## config.mk

```make
export PLATFORM = sky130hd
export DESIGN_NAME = nq_exec_unit
export DESIGN_NICKNAME = d
export VERILOG_FILES = /design/src/rtl/nq_exec_unit.sv
export SDC_FILE = /design/constraint.sdc
export NUM_CORES = 1
export LEC_CHECK = 0
export ABC_AREA = 1
export CAP_MARGIN = 20
export CORE_MARGIN = 1.5
export CORE_UTILIZATION = 60
export DETAILED_ROUTE_END_ITERATION = 8
export DONT_BUFFER_PORTS = 1
export PLACE_DENSITY = 0.82
export SYNTH_ARGS = -nofsm -noshare
export SYNTH_HDL_FRONTEND = slang
export SYNTH_SLANG_ARGS = --single-unit
```

## constraint.sdc

```tcl
create_clock -name clk -period 3.77 [get_ports clk]
set_input_delay 0.5655 -clock clk [delete_from_list [all_inputs] [get_ports clk]]
set_output_delay 0.5655 -clock clk [all_outputs]
set_load 0.005 [all_outputs]
```

## src/rtl/nq_exec_unit.sv

```systemverilog
// nq_exec_unit: three-state fetch/decode/exec sequencer with a 16-bit ALU.
// Condition flags are held across instructions and gate register-file
// writebacks and PC redirects. The instruction's control word, immediate
// and PC are latched as stage outputs when it executes.
module nq_exec_unit (
  input  logic        clk,
  input  logic        reset,
  // sequencer
  input  logic        fetch_ready,
  output logic        fetch_en,
  output logic        decode_en,
  output logic        alu_en,
  output logic        incr_pc,
  output logic [9:0]  dbg_state,
  // from decoder
  input  logic [32:0] ctrl_in,
  input  logic [15:0] imm_in,
  input  logic [15:0] pc_in,
  // register file port
  output logic [2:0]  rf_regA,
  output logic [2:0]  rf_regB,
  output logic [2:0]  rf_regDest,
  output logic [15:0] rf_dataIn,
  output logic        rf_we,
  output logic        rf_hb,
  output logic        rf_lb,
  input  logic [15:0] rf_dataA,
  input  logic [15:0] rf_dataB,
  // memory
  input  logic [15:0] memData_in,
  output logic [15:0] memData_out,
  // registered stage outputs
  output logic [32:0] ctrl_out,
  output logic [15:0] imm_out,
  output logic [15:0] pc_out,
  // PC redirect
  output logic        branch_taken,
  output logic [15:0] branch_target,
  // decoded fields of ctrl_out
  output logic [3:0]  aluOp,
  output logic [2:0]  aluReg1,
  output logic [2:0]  aluReg2,
  output logic [1:0]  aluOpSource1,
  output logic [1:0]  aluOpSource2,
  output logic        aluDest,
  output logic [2:0]  regDest,
  output logic        regSetH,
  output logic        regSetL,
  output logic [2:0]  regAddr,
  output logic        memReadB,
  output logic        memReadW,
  output logic        memWriteB,
  output logic        memWriteW,
  output logic [5:0]  setRegCond
);

  // One-hot encoding, so the state register doubles as the debug view.
  typedef enum logic [2:0] {
    S_FETCH  = 3'b001,
    S_DECODE = 3'b010,
    S_EXEC   = 3'b100
  } state_t;

  state_t      state_q;
  logic        z_q, s_q;
  logic [32:0] ctrl_q;
  logic [15:0] imm_q, pc_q;

  // Fields of the incoming control word that drive the current EXEC.
  logic [3:0]  op_w;
  logic [1:0]  src1_w, src2_w;
  logic        dest_w, seth_w, setl_w;
  logic [5:0]  cond_w;
  logic [15:0] opa, opb, result;
  logic        match, cond;

  assign op_w   = ctrl_in[32:29];
  assign src1_w = ctrl_in[22:21];
  assign src2_w = ctrl_in[20:19];
  assign dest_w = ctrl_in[18];
  assign seth_w = ctrl_in[14];
  assign setl_w = ctrl_in[13];
  assign cond_w = ctrl_in[5:0];

  // Sequencer: FETCH waits for an instruction, DECODE and EXEC last one cycle.
  always_ff @(posedge clk or posedge reset) begin
    if (reset) state_q <= S_FETCH;
    else begin
      case (state_q)
        S_FETCH:  if (fetch_ready) state_q <= S_DECODE;
        S_DECODE: state_q <= S_EXEC;
        S_EXEC:   state_q <= S_FETCH;
        default:  state_q <= S_FETCH;
      endcase
    end
  end

  assign fetch_en  = state_q[0];
  assign decode_en = state_q[1];
  assign incr_pc   = state_q[1];
  assign alu_en    = state_q[2];
  assign dbg_state = {7'b0, state_q};

  // Operand selection and ALU.
  always_comb begin
    opa = rf_dataA;
    case (src1_w)
      2'd0: opa = rf_dataA;
      2'd1: opa = memData_in;
      2'd2: opa = imm_in;
      2'd3: opa = pc_in;
      default: opa = rf_dataA;
    endcase
    opb = rf_dataB;
    case (src2_w)
      2'd0: opb = rf_dataB;
      2'd1: opb = ~rf_dataB;
      2'd2: opb = pc_in;
      2'd3: opb = imm_in;
      default: opb = rf_dataB;
    endcase
    result = '0;
    case (op_w)
      4'd0:  result = opa + opb;
      4'd1:  result = opa - opb;
      4'd2:  result = opa & opb;
      4'd3:  result = opa | opb;
      4'd4:  result = opa ^ opb;
      4'd5:  result = ~opa;
      4'd6:  result = {opa[14:0], 1'b0};
      4'd7:  result = {1'b0, opa[15:1]};
      4'd8:  result = {opa[15], opa[15:1]};
      4'd9:  result = opa;
      4'd10: result = opb;
      4'd11: result = {opa[7:0], opa[15:8]};
      4'd12: result = {8'h00, opa[7:0]};
      4'd13: result = {{8{opa[7]}}, opa[7:0]};
      4'd14: result = opa + opb + 16'd1;
      4'd15: result = opb;
      default: result = '0;
    endcase
  end

  // Condition uses the flags left by the previous instruction; bit3/bit2
  // mark Z/S as don't-care and bit4 selects true or inverted polarity.
  assign match = (cond_w[3] | (z_q == cond_w[1])) & (cond_w[2] | (s_q == cond_w[0]));
  assign cond  = ~cond_w[5] | (cond_w[4] ? match : ~match);

  assign rf_regA       = ctrl_in[28:26];
  assign rf_regB       = ctrl_in[25:23];
  assign rf_regDest    = ctrl_in[17:15];
  assign rf_hb         = seth_w;
  assign rf_lb         = setl_w;
  assign rf_dataIn     = result;
  assign rf_we         = alu_en & cond & ~dest_w & (seth_w | setl_w);
  assign branch_taken  = alu_en & cond & dest_w;
  assign branch_target = result;
  assign memData_out   = rf_dataB;

  // Flags and stage registers only move when an instruction executes.
  always_ff @(posedge clk or posedge reset) begin
    if (reset) begin
      z_q    <= 1'b0;
      s_q    <= 1'b0;
      ctrl_q <= '0;
      imm_q  <= '0;
      pc_q   <= '0;
    end else if (alu_en) begin
      z_q    <= (result == 16'h0000);
      s_q    <= result[15];
      ctrl_q <= ctrl_in;
      imm_q  <= imm_in;
      pc_q   <= pc_in;
    end
  end

  assign ctrl_out     = ctrl_q;
  assign imm_out      = imm_q;
  assign pc_out       = pc_q;
  assign aluOp        = ctrl_q[32:29];
  assign aluReg1      = ctrl_q[28:26];
  assign aluReg2      = ctrl_q[25:23];
  assign aluOpSource1 = ctrl_q[22:21];
  assign aluOpSource2 = ctrl_q[20:19];
  assign aluDest      = ctrl_q[18];
  assign regDest      = ctrl_q[17:15];
  assign regSetH      = ctrl_q[14];
  assign regSetL      = ctrl_q[13];
  assign regAddr      = ctrl_q[12:10];
  assign memReadB     = ctrl_q[9];
  assign memReadW     = ctrl_q[8];
  assign memWriteB    = ctrl_q[7];
  assign memWriteW    = ctrl_q[6];
  assign setRegCond   = ctrl_q[5:0];

endmodule

```

==> results.cfg, run 1 <==
[status]
status = completed

[placed_design]
dp_hpwl_um = 24400
routabilityCongestion = 1.040
port_buffers = 0
post-place-cells = 1604

[sta]
slew_viol_final = 0
finalHoldViolations = 0
max_freq_mhz = 273.3
period_share_pct = 97.05
hold_slack_ps = 286.9
worstMarginPinSlew_ps = 900.2
finalSetupViolCount = 0
fin_tns_setup_ps = 0
fin_crit_ps = 3659
relSlewSlack_pct = 39.90
finClkSkew_ps = 7.611

[worst_setup_path]
crit_top_cell = nand3_4
cpPeakStageDelay_ps = 580
worstPathCellList = clkinvlp_4, o21ai_2, nand3_2, nand2_2, inv_2, ha_4, fa_2, ha_4, nand3_4, inv_2, nand3_4, nor2_4, nand3_4, nor2_4, nand2_1, nand2_1, nand3_2, a21oi_4
critPathTopFamily = simple AND/OR/NAND/NOR gates
critPathKind = input pin to primary output
critPathLaunchType = input pin
path_buf_inv = 3
crit_arrival_ps = 3090
cp_slowest_cell = fa_2
cp-end-kind = primary output
crit_fanout = 7
reg2reg_from = state_q[2]$_DFFE_PP0P_
worstPathRequired_ps = 3200
cp_num_cells = 18
critPathLaunch = ctrl_in[19]
reg2reg_depth = 10

[cts]
clock_path_buffers = 2
holdBufCountCts = 0
h-tree-depth = 3
clk_pin_slew_ps = 70
root_buffer = clkbuf_16
clock_latency_ps = 350
cts_tree = yes
cts_buffers = 9
cts.sinks = 70

[synth]
avgSynthCellArea_um2 = 5.953
yosysSeqAreaShare_pct = 20.82
synth.area.top_cells = nand2_1 (23%), dfrtp_1 (21%), buf_4 (7.9%), ha_1 (7.3%), inv_1 (6.6%)
ys_ff_latch = 70
synth_cells = 1414
synthesis.area_um2 = 8418
synth_top_cell_by_area = nand2_1
synth_edf_count = 0
synth_top_area_share_pct = 22.52
ys_types = 52
synthArstFlopShare_pct = 100.0
synthTopCellsByCount = nand2_1 (505), inv_1 (148), nor2_1 (141)
yosysMostFrequentCell = nand2_1
yosys_warnings = 0
synth_ff_type = dfrtp_1

[global_route]
antenna_found_initial = 3
grt_start_max_net_pins = 83
overflow = 0
track_usage_pct = 39.98
grt_pass1_wl_um = 45170
grt_pass1_vias = 8564

[floorplanning]
initial_core_util_pct = 61.12
die-height_um = 121.5
dieWidth_um = 121.5
rows = 43
ios = 289
core_area_um2 = 13770
die_area_um2 = 14750

[routing]
routed_via_density = 5.854
dr.pass1.iters = 6
drt-total-wl_um = 31320
via_count = 9548
drt-wirelength-per-cell_um = 19.20
ant_nets = 0
drtIter0Drc = 1004
drc = 0

[power_and_ir_drop]
peakVddDrop_mv = 0.4011
p_seq_share_pct = 34.3
p_leak_nw = 5.064
swShare_pct = 46.84
p_comb_share_pct = 47.7
clockPowerShare_pct = 18.1
cell_internal_pwr_w = 0.002444
power.switching_w = 0.002154
p_per_area_nw_per_um2 = 477.0

[final_layout]
instances_no_fill = 1631
fin_nets = 1608
regArea_um2 = 1754
drive_above_1_share_pct = 21.99
fill_cells = 1235
multi_input_area_um2 = 5667
area_delta_synth_final_pct = 14.51

[min_path]
worstHoldPathType = input pin to async pin

[job]
cap_violations = 0
## final cells by class
cell class / count / area share (%)
multi-input combinational: 1059 / 58.79
clock inverter: 7 / 0.6360
sequential: 70 / 18.20
inverter: 160 / 6.347
timing repair buffer: 141 / 11.23
clock buffer: 9 / 2.336
antenna: 5 / 0.1298
tap: 180 / 2.336
## state kept, by name (all words and copies together), names as in the netlist
name,flops
ctrl_out,33
imm_out,16
pc_out,16
s_q,1
state_q,3
z_q,1
## cell families (layout without fill, tap and decap cells)
logic type                 after synthesis  count (layout)  synth area share [%]
and+or+nand+nor                        830             830                 41.71
buffers and inverters                  291             317                 17.97
AOI/OAI and AO/OA                      167             167                 11.28
DFF                                     70              70                 20.82
adders and majority gates               51              51                 7.759
xor gates and xnor gates                 4               4                0.4162
other                                    1              12               0.04455
## metal layers
metal  up-vias  wire, um  GRT usage [%]
met4         0      1534          17.28
met2       624     14910          67.90
met3       126      3367          8.835
li1       4426         -              -
met1      4372     11510          48.45
met5         -         0              0
## metrics by stage
stage | instance area (um2) | worst slack, ps | power, W | util, %
3_5_place_dp | 8830 | -30.81 | 0.003497 | 64.11
4_1_cts | 9131 | 12.32 | 0.004336 | 66.30
5_1_grt | 9629 | -60.50 | 0.004912 | 69.91
2_1_floorplan | 8504 | 6.949 | 0.003071 | -
3_3_place_gp | 8830 | 8.602 | 0.003412 | 64.11
6_report | 9639 | 111.1 | 0.004598 | 69.99
## cells in the final DEF, fill, tap and decap left out, types with 7 or more instances in the layout
master / Yosys / routed
or2_2: 11 / 11
nor2_1: 141 / 126
o21ai_0: 76 / 69
nand3_2: 6 / 13
dfrtp_1: 69 / 68
buf_4: 89 / 137
a21oi_2: 3 / 8
nand4_1: 17 / 17
nor2_2: 12 / 15
o21ai_2: 3 / 8
inv_1: 148 / 139
nand3_1: 95 / 84
or2_1: 8 / 8
ha_4: 0 / 12
nand2_1: 505 / 480
conb_1: 1 / 7
o2111ai_1: 7 / 7
a21oi_1: 32 / 24
o22ai_1: 15 / 15
clkbuf_16: 0 / 9
nand2_2: 15 / 39
inv_2: 11 / 16
o21ai_1: 14 / 16
nor2_4: 2 / 14
ha_1: 49 / 36
## repair_timing
item	4_1_cts	5_1_grt
pin swaps	3	35
buffers inserted	1	5
resized for setup	3	109
endpoints found under the setup margin	6	24
## power groups by stage
stage,Sequential [W],Combinational [W],Clock (W)
3_5_place_dp,0.00158,0.00192,0
2_1_floorplan,0.00139,0.00168,0
6_report,0.00158,0.00219,0.000830
3_3_place_gp,0.00156,0.00185,0
4_1_cts,0.00157,0.00194,0.000830
5_1_grt,0.00162,0.00242,0.000865
## final timing paths
path / to / slack, ps
setup / recovery: rf_dataIn[12] / 110
hold / removal: imm_out[12]$_DFFE_PP0P_ / 290
setup reg to reg: z_q$_DFFE_PP0P_ / 1760
hold reg to reg: imm_out[12]$_DFFE_PP0P_ / 500
max in group asynchronous: ctrl_out[27]$_DFFE_PP0P_ / 2580
min in group clk: pc_out[13]$_DFFE_PP0P_ / 330
Power figures use the tool's default switching activity.
==> run 2: changes to the inputs <==
--- a/config.mk
+++ b/config.mk
@@ -9,6 +9,7 @@
 export CAP_MARGIN = 20
 export CORE_MARGIN = 1.5
 export CORE_UTILIZATION = 60
+export CTS_CLUSTER_SIZE = 16
 export DETAILED_ROUTE_END_ITERATION = 8
 export DONT_BUFFER_PORTS = 1
 export PLACE_DENSITY = 0.82
==> results of run 2 <==
Same layout as run 1: the final DEF is identical, and so are final timing and power.
